File: config.mk
export PLATFORM = sky130hd
export DESIGN_NAME = tns_codec_24
export DESIGN_NICKNAME = d
export VERILOG_FILES = /design/src/rtl/tns_pkg.sv /design/src/rtl/tns_dec_24.sv /design/src/rtl/tns_codec_24.sv
export SDC_FILE = /design/constraint.sdc
export NUM_CORES = 1
export LEC_CHECK = 0
export CAP_MARGIN = 20
export CORE_MARGIN = 8
export CORE_UTILIZATION = 25
export CTS_BUF_LIST = sky130_fd_sc_hd__clkbuf_16
export CTS_CLUSTER_SIZE = 8
export DETAILED_ROUTE_END_ITERATION = 10
export GPL_ROUTABILITY_DRIVEN = 0
export HOLD_SLACK_MARGIN = 0.08
export PLACE_DENSITY_LB_ADDON = 0.25
export RECOVER_POWER = 25
export SYNTH_ARGS = -nofsm -noshare
export SYNTH_HDL_FRONTEND = slang
export SYNTH_SLANG_ARGS = --single-unit
File: constraint.sdc
create_clock -name clock -period 24 [get_ports clock]
set_input_delay 7.2 -clock clock [delete_from_list [all_inputs] [get_ports clock]]
set_output_delay 7.2 -clock clock [all_outputs]
set_load 0.01 [all_outputs]
File: src/rtl/tns_pkg.sv
// Shared constants and per-group symbol maps for the 24-wire TSV crosstalk codec.
// Imported by the encoder top and by the standalone receive-side decoder.
package tns_pkg;

   localparam int DATA_W = 23;
   localparam int GROUPS = 8;
   localparam int TSV_W  = 3 * GROUPS;

   localparam logic [DATA_W-1:0] TNS_C = 23'd5_764_801;
   localparam logic [DATA_W-1:0] SEVEN = 23'd7;

   localparam logic [DATA_W-1:0] POW7 [GROUPS] = '{
      23'd1, 23'd7, 23'd49, 23'd343,
      23'd2_401, 23'd16_807, 23'd117_649, 23'd823_543
   };

   // s is the group's previously driven b2; the skipped pattern is the one
   // whose b2 toggle would oppose both lower wires (100 from 0, 011 from 1).
   function automatic logic [2:0] tns_enc_sym(input logic [2:0] d, input logic s);
      logic [2:0] p;
      if (s) p = (d < 3'd3) ? d : d + 3'd1;
      else   p = (d < 3'd4) ? d : d + 3'd1;
      return p;
   endfunction

   // Patterns 3 and 4 both stand for digit 3, so no state is needed to decode.
   function automatic logic [2:0] tns_dec_sym(input logic [2:0] p);
      logic [2:0] d;
      if (p <= 3'd2)      d = p;
      else if (p <= 3'd4) d = 3'd3;
      else                d = p - 3'd1;
      return d;
   endfunction

endpackage

File: src/rtl/tns_dec_24.sv
// Combinational, state-free decoder: 8 base-7 digits on the TSV bundle back to binary.
// Usable on its own on the receiving die.
module tns_dec_24
   import tns_pkg::*;
(
   input  logic [TSV_W-1:0]  tsv,
   output logic [DATA_W-1:0] dataout
);

   logic [DATA_W-1:0] acc;

   always_comb begin
      acc = '0;
      for (int j = 0; j < GROUPS; j++) begin
         acc = acc + DATA_W'(tns_dec_sym(tsv[3*j +: 3])) * POW7[j];
      end
   end

   assign dataout = acc;

endmodule

File: src/rtl/tns_codec_24.sv
// Registered base-7 TSV encoder with the combinational decoder on its output.
// Out-of-range words leave the bundle (and hence the decoded word) unchanged.
module tns_codec_24
   import tns_pkg::*;
(
   input  logic              clock,
   input  logic              reset,
   input  logic [DATA_W-1:0] datain,
   output logic [TSV_W-1:0]  tsv,
   output logic [DATA_W-1:0] dataout
);

   logic [DATA_W-1:0] quot [GROUPS+1];
   logic [2:0]        dig  [GROUPS];
   logic [TSV_W-1:0]  tsv_nxt;
   logic              in_range;

   assign quot[0]  = datain;
   assign in_range = (datain < TNS_C);

   // Successive constant divides peel off digits, least significant first.
   for (genvar j = 0; j < GROUPS; j++) begin : g_digit
      assign quot[j+1] = quot[j] / SEVEN;
      assign dig[j]    = 3'(quot[j] % SEVEN);
      assign tsv_nxt[3*j +: 3] = tns_enc_sym(dig[j], tsv[3*j+2]);
   end

   always_ff @(posedge clock) begin
      if (reset)         tsv <= '0;
      else if (in_range) tsv <= tsv_nxt;
   end

   tns_dec_24 u_dec (
      .tsv     (tsv),
      .dataout (dataout)
   );

endmodule

Word level (Yosys, flattened, before mapping) --
Index checks and enable logic that the tools add are counted.
Operators by class: add/sub/neg operators 23, multiply operators 7, divide/modulo/power cells 15, order comparisons 33, muxes and demuxes 40
Operator list (count):
- $mod A23 B3 Y23 const B | 8
- $div A23 B3 Y23 const B | 7
- $mux W3 | 40
- $add A3 B1 Y3 const B | 8
- $le A3 B2 Y1 const B | 8
- $le A3 B3 Y1 const B | 8
- $lt A3 B2 Y1 const B | 8
- $lt A3 B3 Y1 const B | 8
- $sub A3 B1 Y3 const B | 8
- $add A23 B12 Y23 | 1
- $add A23 B15 Y23 | 1
- $add A23 B18 Y23 | 1
- $add A23 B20 Y23 | 1
- $add A23 B23 Y23 | 1
- $add A23 B9 Y23 | 1
- $lt A23 B23 Y1 const B | 1
- $mul A3 B20 Y23 const B | 1
- $mul A3 B17 Y20 const B | 1
- $mul A3 B15 Y18 const B | 1
- $mul A3 B12 Y15 const B | 1
- $mul A3 B9 Y12 const B | 1
- $mul A3 B6 Y9 const B | 1
- $add A3 B6 Y7 | 1
- $mul A3 B3 Y6 const B | 1
Storage, ports and cells: bits in registers 24, input bits 25, output and inout port bits 47

Longest topological paths before layout --
word-level depth 11, depth in mapped cells 94

Cells and area by module --
A second synthesis with hierarchy kept.
Unflattened totals: cell total of the unflattened synthesis 2713, area, all modules 19556.3 um^2
Modules (own cells, without submodules):
- tns_codec_24 | times used 1, cells an instance 2103, area an instance 14239.9 um^2, seq. area each 480.5 um^2
- tns_dec_24 | times used 1, cells an instance 610, area an instance 5316.3 um^2, seq. area each 0.0 um^2

Worst setup path after synthesis --
No wires, ideal clock.
path type input port to flip-flop, start point in datain[19], end point reg tsv[23], setup time 0.081 ns, arrival 24.213 ns, setup slack -0.294 ns, stages on the path 88, path buffers 8, cell sequence buf_2 buf_6 buf_2 a21oi_2 o32ai_2 o31ai_1 nand3_2 and3_4 a32o_1 o21ai_2 and3_1 buf_2 mux2i_1 o2111a_2 nor3_2 nor4_1 nor2_1 maj3_2 (+52 left out) a31oi_4 xnor2_1 ha_1 or2_1 o221a_1 o21a_2 nor2_1 inv_1 ha_1 clkbuf_1 inv_1 nand3_1 a211oi_1 ha_1 inv_1 ha_1 a311o_1 a41oi_1
On the way: word-level cells in the longest chain between the ends 11, elaborated cells on any way between the ends 15
Ends and longest elaborated chain:
- start: declaration | RTL line tns_codec_24.sv:8 | input logic [DATA_W-1:0] datain,
- $div A23 B3 Y23 (7 in series) | RTL line tns_codec_24.sv:23 | assign quot[j+1] = quot[j] / SEVEN;
- $mod A23 B3 Y23 | RTL line tns_codec_24.sv:24 | assign dig[j] = 3'(quot[j] % SEVEN);
- $add A3 B1 Y3 (tied with other cells) | RTL line tns_pkg.sv:21, tns_pkg.sv:22
- $mux W3, on equally long branches | RTL line tns_pkg.sv:22, tns_pkg.sv:21
- $mux W3 | RTL line tns_pkg.sv:21 | if (s) p = (d < 3'd3) ? d : d + 3'd1;
- end signal: assignment | RTL line tns_codec_24.sv:30 | else if (in_range) tsv <= tsv_nxt;
- end: declaration | RTL line tns_codec_24.sv:9 | output logic [TSV_W-1:0] tsv,
Parallel ways exist; a longest one is shown, timed or not. A chain may end at the register's enable or synchronous reset.

Final worst setup path --
start point in datain[18], end point reg tsv[22]
The elaborated chain is that of the path after synthesis.

==> run_results.csv <==
group,metric,value,unit
run_status,run_status,"complete, no violations",
floorplanning,num_io_pins,72,
flow_run,drv_cap,0,
clock_network,clockBufferDepth,2,
finish,drive_above_1_share,28.3,%
hold_path,hold_path_class,"reg -> reg",
clock_network,clock_sinks,24,
sta,hold-worst-slack,0.554,ns
global_routing,global_route_wire_length_before_repair,101000,um
synth,post_synth_inst_count,2602,
synth,mappedNetlistNets,2884,
finish,antenna_cells_inserted,0,
worst_setup_path,slack_of_the_worst_reg_to_reg_path,22.63,ns
sta,final_min_period_over_clock_period,97.3,%
worst_setup_path,worst-path-max-fanout,11,
sta,report.final.slew_viol_count,0,
synth,synth.yosys.seq_area_share,2.57,%
synth,synth-edff-count,0,
routing,route.final.wire_length,62100,um
clock_network,clkLatencyLatePin,0.28,ns
sta,worst_clock_skew,0.00618,ns
worst_setup_path,required,24.17,ns
clock_network,holdBufCountCts,0,
sta,setup_viol,0,
synth,synth-seq-cells,24,
global_routing,grt_antenna_before_repair,0,
clock_network,htree_num_levels,1,
floorplanning,design.core.area,74300,um^2
sta,final_hold_viol_count,0,
global_routing,total_track_usage,14.0,%
worst_setup_path,critical_path.max_stage_delay,0.57,ns
finish,max_flop_register,"tsv",
routing,dr.first_iter.drc_count,1810,
synth,synth-warning-count,0,
worst_setup_path,path_class,"in -> reg",
routing,post_drt_wl_per_cell,15.4,um
floorplanning,starting_utilization_of_the_core_area,25.2,%
clock_network,clk_transition_reported_paths,0.06,ns
routing,route.vias.total,21500,
routing,1st_pass_router_iterations,7,
clock_network,clock_tree.root_cell,"clkbuf_16",
synth,synth-async-reset-ratio,0,%
global_routing,gr-total-overflow,0,
synth,postSynth.topFlopCell,"dfxtp_1",
place,dp_hpwl,49600,um
global_routing,grt_start_max_net_pins,34,
worst_setup_path,timing.critical_path.slowest_stage_cell,"or4_4",
finish,reg.largest.list,"tsv: 24 flops",
sta,max_freq,0.0428,GHz
floorplanning,chipWidth,290,um
synth,synth.cell_area,18700,um^2
floorplanning,fp.dieArea,83900,um^2
sta,layout_min_cycle_time,23.34,ns
place,portBuffers,71,
synth,synth.avg_cell_area,7.19,um^2
finish,largest_register_ffs,24,
floorplanning,dieHeight,290,um
clock_network,tritoncts_buffer_count,3,
sta,slew_headroom,28.2,%
sta,worst_slew_pin_slew,1.08,ns
synth,yosysUniqueCellTypes,146,
floorplanning,core.rowCount,100,
finish,final_net_count,3349,
finish,area_growth,34.8,%
global_routing,grt_pass1_vias,20200,
routing,detail-route-antenna-nets,0,
routing,drcViolationCount,0,
clock_network,tritoncts,"built",
worst_setup_path,endpoint_kind,"flop",
worst_setup_path,worst_ep_arrival_time,23.51,ns
worst_setup_path,timing.critical_path.from_type,"input pin",
worst_setup_path,top_cell_by_count_worst_path,"buf_4",
routing,viasPerCell,5.33,
## layout make-up
type / count / area [um^2]
well taps: 969 / 1210
fillers: 7910 / 49100
repair buffers: 579 / 4640
multi-input cells: 2217 / 17900
inverters: 242 / 911
clock inverters: 1 / 30.0
clock buffers: 3 / 75.1
flip-flops and latches: 24 / 480
## critical path: cells and delay by family
kind | cells | cell delay (ns)
adders and majority gates | 9 | 2.12
xor gates and xnor gates | 4 | 0.64
AOI/OAI and AO/OA | 37 | 7.00
buffers and inverters | 11 | 1.33
and+or+nand+nor | 18 | 3.41
muxes | 6 | 1.80
## synth_stat cells (23+ instances only)
master    instances  area [um^2]
ha_1            180         2250
o211ai_1         57          428
o21ai_0         139          696
fa_1             77         1540
or3_1            31          194
o22ai_1          25          156
a211oi_1         42          315
inv_1           232          871
nand3_1          90          450
nor4_1           23          144
and2_1           35          219
a21oi_1         191          956
o21ai_1          41          205
a31oi_1          40          250
o31ai_1          29          218
nor2_1          190          713
nor3_1           68          340
o21a_1           32          240
dfxtp_1          24          480
mux2_2           26          293
mux2i_1          33          330
xnor2_1          45          394
and3_1           29          181
a21o_1           37          278
buf_2            35          175
clkbuf_1         59          221
nand2_1         220          826
## stage by stage
| step | setup WS (ns) | util (%) | setup TNS [ns] | cells | cell area, um^2 |
|---|---|---|---|---|---|
| 3_5_place_dp | -0.445 | 31.5 | -0.984 | 3959 | 23400 |
| 6_report | 0.657 | 33.9 | 0 | 4035 | 25200 |
| 2_1_floorplan | 0.0266 | - | 0 | 2602 | 18800 |
| 3_3_place_gp | -0.237 | 31.5 | -0.442 | 3959 | 23400 |
| 5_1_grt | -0.298 | 33.9 | -0.501 | 4035 | 25200 |
| 4_1_cts | 0.0219 | 31.9 | 0 | 3969 | 23700 |
## layer usage
layer	wire length, um	track usage [%]	up-vias
met3	1820	0.844	39
met2	28200	22.7	400
met5	0	0	-
li1	-	-	10800
met4	437	1.50	0
met1	31700	20.8	10200
## cell families (layout without fill, tap and decap cells)
kind of cell / count (synthesis) / count (layout) / share of synthesized area [%]
AO/OA/AOI/OAI: 995 / 995 / 39.5
XOR/XNOR: 68 / 68 / 3.34
adder cells (fa/ha/maj): 263 / 263 / 20.6
buffers and inverters: 361 / 825 / 8.03
flip-flops: 24 / 24 / 2.57
multiplexers: 63 / 63 / 3.69
AND/OR/NAND/NOR: 828 / 828 / 22.3
## worst paths after layout
kind / startpoint / end / cells past startpoint
worst min register to register: tsv[16]$_SDFFE_PP0N_ / tsv[16]$_SDFFE_PP0N_ / 2
worst max-delay path: datain[18] / tsv[22]$_SDFFE_PP0N_ / 85
worst min-delay path: tsv[16]$_SDFFE_PP0N_ / tsv[16]$_SDFFE_PP0N_ / 2
worst max register to register: tsv[23]$_SDFFE_PP0N_ / tsv[21]$_SDFFE_PP0N_ / 3
## placed cells by master (no fill, tap or decap), types with 48 or more instances in the layout
master / netlist / layout
nor2_1: 190 / 178
ha_1: 180 / 168
nor3_1: 68 / 61
buf_4: 10 / 494
inv_1: 232 / 225
nand3_1: 90 / 82
o211ai_1: 57 / 57
o21ai_0: 139 / 131
nand2_1: 220 / 213
clkdlybuf4s50_1: 0 / 48
fa_1: 77 / 77
a21oi_1: 191 / 184
## timing repair
action	CTS	global route
resized for setup	28	218
buffers inserted	6	64
endpoints found under the setup margin	2	7
cloned	0	3
pin swaps	8	108
Power is not shown: default switching activity piles up to over one toggle a cycle in this logic, so the estimate is an artifact.
